**src/rtl/mul_div_unit_pkg.sv**
```systemverilog
// muldiv_pkg: shared definitions for the RV32M multiply/divide unit.
//   - funct3 encodings of the M extension (F3_MUL .. F3_REMU)
//   - FSM state encoding (state_t)
//   - DIV_ITERS: restoring-division iterations per divide (one quotient bit each)
package muldiv_pkg;

    localparam logic [2:0] F3_MUL    = 3'b000;
    localparam logic [2:0] F3_MULH   = 3'b001;
    localparam logic [2:0] F3_MULHSU = 3'b010;
    localparam logic [2:0] F3_MULHU  = 3'b011;
    localparam logic [2:0] F3_DIV    = 3'b100;
    localparam logic [2:0] F3_DIVU   = 3'b101;
    localparam logic [2:0] F3_REM    = 3'b110;
    localparam logic [2:0] F3_REMU   = 3'b111;

    typedef enum logic [1:0] {
        ST_IDLE    = 2'b00,
        ST_MUL     = 2'b01,
        ST_DIV_RUN = 2'b10,
        ST_DIV_FIX = 2'b11
    } state_t;

    localparam int         DIV_ITERS     = 32;
    localparam logic [5:0] DIV_ITERS_CNT = 6'(DIV_ITERS);

endpackage

```
**src/rtl/mul_div_unit_div_step.sv**
```systemverilog
// div_step: one combinational restoring-division iteration.
// Ports:
//   rem_in   [32:0] - partial remainder before this step
//   quo_in   [31:0] - quotient register; its MSB is the next dividend bit
//   divisor  [31:0] - unsigned divisor magnitude
//   rem_out  [32:0] - partial remainder after the trial subtract (restored if negative)
//   quo_out  [31:0] - quotient shifted left with the new quotient bit in bit 0
module div_step (
    input  logic [32:0] rem_in,
    input  logic [31:0] quo_in,
    input  logic [31:0] divisor,
    output logic [32:0] rem_out,
    output logic [31:0] quo_out
);

    logic [33:0] shifted;
    logic [34:0] trial;
    logic        fits;

    always_comb begin
        // Shift remainder:quotient left by one; the dividend bit enters the remainder.
        shifted = {rem_in, quo_in[31]};
        // Extra headroom bit so the borrow is unambiguous for any 34-bit shifted value.
        trial   = {1'b0, shifted} - {3'b000, divisor};
        fits    = (trial[34:33] == 2'b00);
        if (fits) begin
            rem_out = trial[32:0];
            quo_out = {quo_in[30:0], 1'b1};
        end else begin
            rem_out = shifted[32:0];
            quo_out = {quo_in[30:0], 1'b0};
        end
    end

endmodule

```
**src/rtl/mul_div_unit.sv**
```systemverilog
// mul_div_unit: multi-cycle RV32M execute unit (MUL/MULH/MULHSU/MULHU, DIV/DIVU/REM/REMU).
// Multiply takes 2 cycles from START; divide is a 32-step restoring divider with 34-cycle latency.
// Optional build macro MULDIV_EARLY_OUT_EN: divide-by-zero and signed overflow skip the
// iteration and finish with multiply latency; results are identical either way.
// Ports:
//   CLK        - clock, rising edge
//   RESET      - asynchronous active-high reset
//   START      - launch an operation (accepted only when idle and not busy)
//   FLUSH      - abandon any in-flight operation; also wins over a same-cycle START
//   FUNCT3     - M-extension funct3 selecting the operation
//   OPERAND_A  - rs1 (multiplicand / dividend)
//   OPERAND_B  - rs2 (multiplier / divisor)
//   RESULT     - registered result, changes only on the edge that raises DONE
//   BUSY       - high from the cycle after an accepted START through the DONE cycle
//   DONE       - one-cycle pulse marking RESULT valid
// Handshake: START is a request strobe sampled on a rising edge while BUSY is low;
// the consumer stalls while BUSY is high and takes RESULT in the cycle DONE is high.
module mul_div_unit
    import muldiv_pkg::*;
#(
    parameter int XLEN = 32
) (
    input  logic            CLK,
    input  logic            RESET,
    input  logic            START,
    input  logic            FLUSH,
    input  logic [2:0]      FUNCT3,
    input  logic [XLEN-1:0] OPERAND_A,
    input  logic [XLEN-1:0] OPERAND_B,
    output logic [XLEN-1:0] RESULT,
    output logic            BUSY,
    output logic            DONE
);

    state_t      state_q, state_d;
    logic [2:0]  f3_q;
    logic [31:0] a_q, b_q;
    logic [32:0] rem_q;
    logic [31:0] quo_q;
    logic [5:0]  cnt_q;
    logic        qneg_q, rneg_q;
    logic [31:0] result_q;
    logic        busy_q, done_q;

    // FSM control decodes
    logic accept, do_step, fin_mul, fin_div, early;

    // Capture-time operand conditioning
    logic        signed_div, a_neg, b_neg, b_zero;
    logic [31:0] a_abs, b_abs;

    // Datapath intermediates
    logic [32:0] rem_n;
    logic [31:0] quo_n;
    logic        a_sx, b_sx;
    logic [63:0] a_m, b_m, prod;
    logic [31:0] quo_fix, rem_fix;

    always_comb begin
        signed_div = FUNCT3[2] & ~FUNCT3[0];
        a_neg      = signed_div & OPERAND_A[31];
        b_neg      = signed_div & OPERAND_B[31];
        a_abs      = a_neg ? (32'd0 - OPERAND_A) : OPERAND_A;
        b_abs      = b_neg ? (32'd0 - OPERAND_B) : OPERAND_B;
        b_zero     = (OPERAND_B == 32'd0);
    end

`ifdef MULDIV_EARLY_OUT_EN
    logic ovf;
    always_comb begin
        ovf   = signed_div && (OPERAND_A == 32'h8000_0000) && (OPERAND_B == 32'hFFFF_FFFF);
        early = FUNCT3[2] & (b_zero | ovf);
    end
`else
    always_comb early = 1'b0;
`endif

    // "Idle" for launch purposes excludes the DONE cycle, where the FSM is
    // already back in ST_IDLE but BUSY is still high.
    assign accept = (state_q == ST_IDLE) && !busy_q && START && !FLUSH;

    always_ff @(posedge CLK or posedge RESET) begin
        if (RESET) state_q <= ST_IDLE;
        else       state_q <= state_d;
    end

    always_comb begin
        state_d = state_q;
        do_step = 1'b0;
        fin_mul = 1'b0;
        fin_div = 1'b0;
        if (FLUSH) begin
            state_d = ST_IDLE;
        end else begin
            case (state_q)
                ST_IDLE: begin
                    if (accept) begin
                        if (!FUNCT3[2])  state_d = ST_MUL;
                        else if (early)  state_d = ST_DIV_FIX;
                        else             state_d = ST_DIV_RUN;
                    end
                end
                ST_MUL: begin
                    fin_mul = 1'b1;
                    state_d = ST_IDLE;
                end
                ST_DIV_RUN: begin
                    do_step = 1'b1;
                    if (cnt_q == 6'd1) state_d = ST_DIV_FIX;
                end
                ST_DIV_FIX: begin
                    fin_div = 1'b1;
                    state_d = ST_IDLE;
                end
                default: state_d = ST_IDLE;
            endcase
        end
    end

    div_step u_div_step (
        .rem_in  (rem_q),
        .quo_in  (quo_q),
        .divisor (b_q),
        .rem_out (rem_n),
        .quo_out (quo_n)
    );

    // 64-bit product with per-op signedness: sign-extending to 64 bits makes the
    // low 64 bits of an unsigned multiply the correct signed/mixed product.
    always_comb begin
        a_sx = ((f3_q == F3_MULH) || (f3_q == F3_MULHSU)) & a_q[31];
        b_sx = (f3_q == F3_MULH) & b_q[31];
        a_m  = {{32{a_sx}}, a_q};
        b_m  = {{32{b_sx}}, b_q};
        prod = a_m * b_m;
    end

    always_comb begin
        quo_fix = qneg_q ? (32'd0 - quo_q) : quo_q;
        rem_fix = rneg_q ? (32'd0 - rem_q[31:0]) : rem_q[31:0];
    end

    always_ff @(posedge CLK or posedge RESET) begin
        if (RESET) begin
            f3_q     <= 3'd0;
            a_q      <= 32'd0;
            b_q      <= 32'd0;
            rem_q    <= 33'd0;
            quo_q    <= 32'd0;
            cnt_q    <= 6'd0;
            qneg_q   <= 1'b0;
            rneg_q   <= 1'b0;
            result_q <= 32'd0;
            busy_q   <= 1'b0;
            done_q   <= 1'b0;
        end else begin
            done_q <= fin_mul | fin_div;

            if (FLUSH)       busy_q <= 1'b0;
            else if (accept) busy_q <= 1'b1;
            else if (done_q) busy_q <= 1'b0;

            if (accept) begin
                f3_q   <= FUNCT3;
                a_q    <= OPERAND_A;
                // Divides keep the divisor magnitude; multiplies need the raw value.
                b_q    <= FUNCT3[2] ? b_abs : OPERAND_B;
                // The dividend magnitude sits in the quotient register and shifts out
                // as quotient bits shift in.
                quo_q  <= a_abs;
                rem_q  <= 33'd0;
                cnt_q  <= DIV_ITERS_CNT;
                // With B=0 the iteration yields all-ones; suppressing the quotient
                // negation keeps that at -1 for negative dividends too.
                qneg_q <= (a_neg ^ b_neg) & ~b_zero;
                rneg_q <= a_neg;
`ifdef MULDIV_EARLY_OUT_EN
                if (early) begin
                    cnt_q <= 6'd0;
                    if (b_zero) begin
                        quo_q <= 32'hFFFF_FFFF;
                        rem_q <= {1'b0, a_abs};
                    end else begin
                        quo_q <= 32'h8000_0000;
                        rem_q <= 33'd0;
                    end
                end
`endif
            end

            if (do_step) begin
                rem_q <= rem_n;
                quo_q <= quo_n;
                cnt_q <= cnt_q - 6'd1;
            end

            if (fin_mul) result_q <= (f3_q == F3_MUL) ? prod[31:0] : prod[63:32];
            if (fin_div) result_q <= f3_q[1] ? rem_fix : quo_fix;
        end
    end

    assign RESULT = result_q;
    assign BUSY   = busy_q;
    assign DONE   = done_q;

endmodule

```
**config.mk**
```make
export PLATFORM = sky130hd
export DESIGN_NAME = mul_div_unit
export DESIGN_NICKNAME = d
export VERILOG_FILES = /design/src/rtl/mul_div_unit_pkg.sv /design/src/rtl/mul_div_unit_div_step.sv /design/src/rtl/mul_div_unit.sv
export SDC_FILE = /design/constraint.sdc
export NUM_CORES = 2
export LEC_CHECK = 0
export BUFFER_PORTS_ARGS = -buffer_cell sky130_fd_sc_hd__buf_2
export CORE_MARGIN = 2
export CORE_UTILIZATION = 60
export DETAILED_ROUTE_END_ITERATION = 8
export GPL_ROUTABILITY_DRIVEN = 0
export PLACE_DENSITY = 0.8
export SYNTH_ARGS = -nofsm -noshare
export SYNTH_HDL_FRONTEND = slang
export SYNTH_SLANG_ARGS = --single-unit
```
**constraint.sdc**
```tcl
create_clock -name CLK -period 8.2 [get_ports CLK]
set_clock_uncertainty 0.15 [all_clocks]
set_input_delay 0.82 -clock CLK [delete_from_list [all_inputs] [get_ports CLK]]
set_output_delay 0.82 -clock CLK [all_outputs]
set_load 0.005 [all_outputs]
```
==> impl_metrics.py <==
metrics = {
    "critical_path": {
        "critical_path_class": "reg2reg",
        "crit_slowest_cell": "fa_2",
        "crit_path_frequent_cell": "fa_1",
        "slowest_delay_ps": 630,
        "path_max_fanout": 10,
        "end_kind": "flip-flop",
        "cp_data_arrival_time_ps": 8410,
        "cp.required_ps": 8430,
        "start_kind": "flip-flop",
    },
    "floorplan": {
        "io_pins": 105,
        "design.core.area_sq_um": 82200,
        "rows": 105,
        "start_util": 0.607,
        "die_y_um": 293,
        "fp.dieArea_sq_um": 85600,
        "die_w_um": 293,
    },
    "layout": {
        "layout-drive-gt1-share": 0.0805,
        "fin_nets": 7151,
        "final_cell_mix": "1217 x inv_1, 1119 x fa_1, 1021 x nand2_1",
        "layout_commonest_cell": "inv_1",
        "stdcell_count": 6788,
        "syn2layout_area_growth_pct": 7.51,
    },
    "synthesis": {
        "synth.top_cell.area_share": 0.451,
        "avgSynthCellArea_sq_um": 8.78,
        "synthSimpleGateAreaFrac": 0.153,
        "synthAdderAreaFrac": 0.514,
        "synthFlopType": "dfrtp_1",
        "synth-xor-area-share": 0.0380,
        "netlist_area_sq_um": 50000,
        "synthDistinctLibCells": 87,
        "async_flop_share": 1.00,
        "synthTopCellsByArea": "fa_1 45%, inv_1 9.2%, dfrtp_1 8.8%",
        "synthCells": 5693,
        "synth_fp_nets": 7140,
        "yosys.area.top_type": "fa_1",
        "synth_compound_area_frac": 0.0807,
        "synth_edf_count": 0,
        "synth.yosys.warnings": 0,
        "ys_seq_area_frac": 0.0882,
        "synth_top_family_by_area": "adder cells",
        "synthMuxAreaShare": 0.00809,
        "synth-seq-cells": 176,
    },
    "global_route": {
        "grt_use_total": 0.340,
        "overflow": 0,
        "antenna_found_initial": 10,
        "grt_pass1_wl_um": 226000,
        "grt_max_degree": 132,
        "grt_pass1_vias": 42998,
    },
    "clocking": {
        "numClockSinks": 176,
        "cts_tree": "built",
        "clk_pin_slew_ps": 90,
        "hold_buffers": 0,
        "cts-buffers-inserted": 17,
        "htreeDepth": 4,
        "cts_root_buf": "clkbuf_16",
        "clk_path_buf_depth": 2,
        "clk_latency_ps": 490,
    },
    "worst_hold_path": {
        "min_path_type": "reg2reg",
    },
    "routing": {
        "drt_iter0_drc": 3558,
        "via_count": 39974,
        "via_per_inst": 5.89,
        "wire_per_inst_um": 20.5,
        "drc_errors": 0,
        "finalWirelength_um": 139000,
        "drt-pass1-iter-count": 6,
        "antenna_left": 0,
    },
    "sta": {
        "finalCritPeriodShare": 0.998,
        "worst_pin_slew_ps": 1110,
        "max_freq_ghz": 0.122,
        "setup_violations": 0,
        "hold_violations": 0,
        "drv_slew": 0,
        "period_needed_ps": 8180,
        "rsz0062_at_grt": "true",
        "max_slew_margin": 0.262,
    },
    "status": {
        "status": "finished clean",
    },
    "place": {
        "portBuffers": 104,
        "hpwl_um": 112000,
        "dp_cells": 6734,
    },
    "run": {
        "drv_cap": 0,
    },
}
==> state kept, by name, indices dropped and copies added (netlist names) <==
register and flops:
DONE 1, state_q 2, RESULT 32, cnt_q 6, BUSY 1, rem_q 33, rneg_q 1, qneg_q 1
b_q 32, f3_q 3, a_q 32, quo_q 32
==> repair_timing <==
action	4_1_cts	5_1_grt
gates resized for setup	15	75
buffers inserted	4	17
setup endpoints to repair	15	26
pin swaps	4	23
==> cells in the mapped netlist, types with 10 or more instances <==
cell and n:
nand2_1 1026, a31oi_1 21, nor2_1 133, dfrtp_1 176, or4_1 11, nand3_1 45
ha_1 250, o41ai_1 17, o21ai_1 60, nor2b_1 12, buf_2 11, and2_1 322
a211oi_1 26, a22oi_1 34, a21oi_1 147, xnor2_1 122, o22ai_1 11, mux2i_1 37
nor3_1 33, o31ai_1 32, a21o_1 42, fa_1 1126, xor2_1 95, nand4_1 21
nand2b_1 24, clkbuf_1 299, nor4_1 15, buf_1 10, or3_1 13, o21a_1 13
o21ai_0 150, inv_1 1228
==> per-layer routing <==
layer / wire length (um) / vias to the layer above / GRT usage
li1: - / 17081 / -
met5: 42 / - / 0
met1: 49500 / 20210 / 0.422
met2: 65800 / 2096 / 0.554
met3: 13400 / 579 / 0.0659
met4: 10100 / 8 / 0.208
==> layout make-up <==
class	count	area, sq um
multi-input cells	3964	40000
diodes	1	2.50
repair buffers	316	2700
fillers	6404	28500
flip-flops and latches	176	4420
clock inverters	12	143
well taps	1070	1340
inverters	1229	4630
clock buffers	20	457
==> worst max-delay path, delay by kind of cell, from the launching register on <==
kind | cells | cell delay, ps
AO/OA/AOI/OAI | 7 | 1420
XOR/XNOR | 1 | 200
adder cells (fa/ha/maj) | 9 | 4300
buffers and inverters | 9 | 1040
AND/OR/NAND/NOR | 5 | 530
flip-flops | 1 | 450
==> stage by stage <==
step | utilization | worst slack, ps | TNS (ps) | area, sq um | hold WS, ps
floorplan | - | 62.9 | 0 | 50000 | 296
detailed placement | 0.640 | -278 | -961 | 52600 | 313
CTS | 0.648 | -12.3 | -12.3 | 53300 | 326
global placement | 0.640 | -77.0 | -93.9 | 52600 | 298
global route | 0.653 | -299 | -2440 | 53700 | 359
finish | 0.653 | 15.7 | 0 | 53700 | 323
==> final timing paths <==
| path | start | end | slack, ps | depth (start not counted) |
|---|---|---|---|---|
| max in group asynchronous | RESET | f3_q[0]$_DFFE_PP0P_ | 6210 | 3 |
| worst max register to register | f3_q[1]$_DFFE_PP0P_ | RESULT[28]$_DFFE_PP0P_ | 20 | 31 |
| worst min-delay path | DONE$_DFF_PP0_ | BUSY$_DFFE_PP0P_ | 320 | 1 |
| min in group asynchronous | RESET | rem_q[4]$_DFFE_PP0P_ | 400 | 2 |
| worst min register to register | DONE$_DFF_PP0_ | BUSY$_DFFE_PP0P_ | 320 | 1 |
| worst max-delay path | f3_q[1]$_DFFE_PP0P_ | RESULT[28]$_DFFE_PP0P_ | 20 | 31 |
==> cell families (layout without fill, tap and decap cells) <==
group / count (synthesis) / after routing
xor gates and xnor gates: 217 / 217
and+or+nand+nor: 1691 / 1691
other: 0 / 1
DFF: 176 / 176
buffers and inverters: 1553 / 1577
AOI/OAI and AO/OA: 640 / 640
muxes: 40 / 40
adders and majority gates: 1376 / 1376
Power is not shown: default switching activity piles up to over one toggle a cycle in this logic, so the estimate is an artifact.
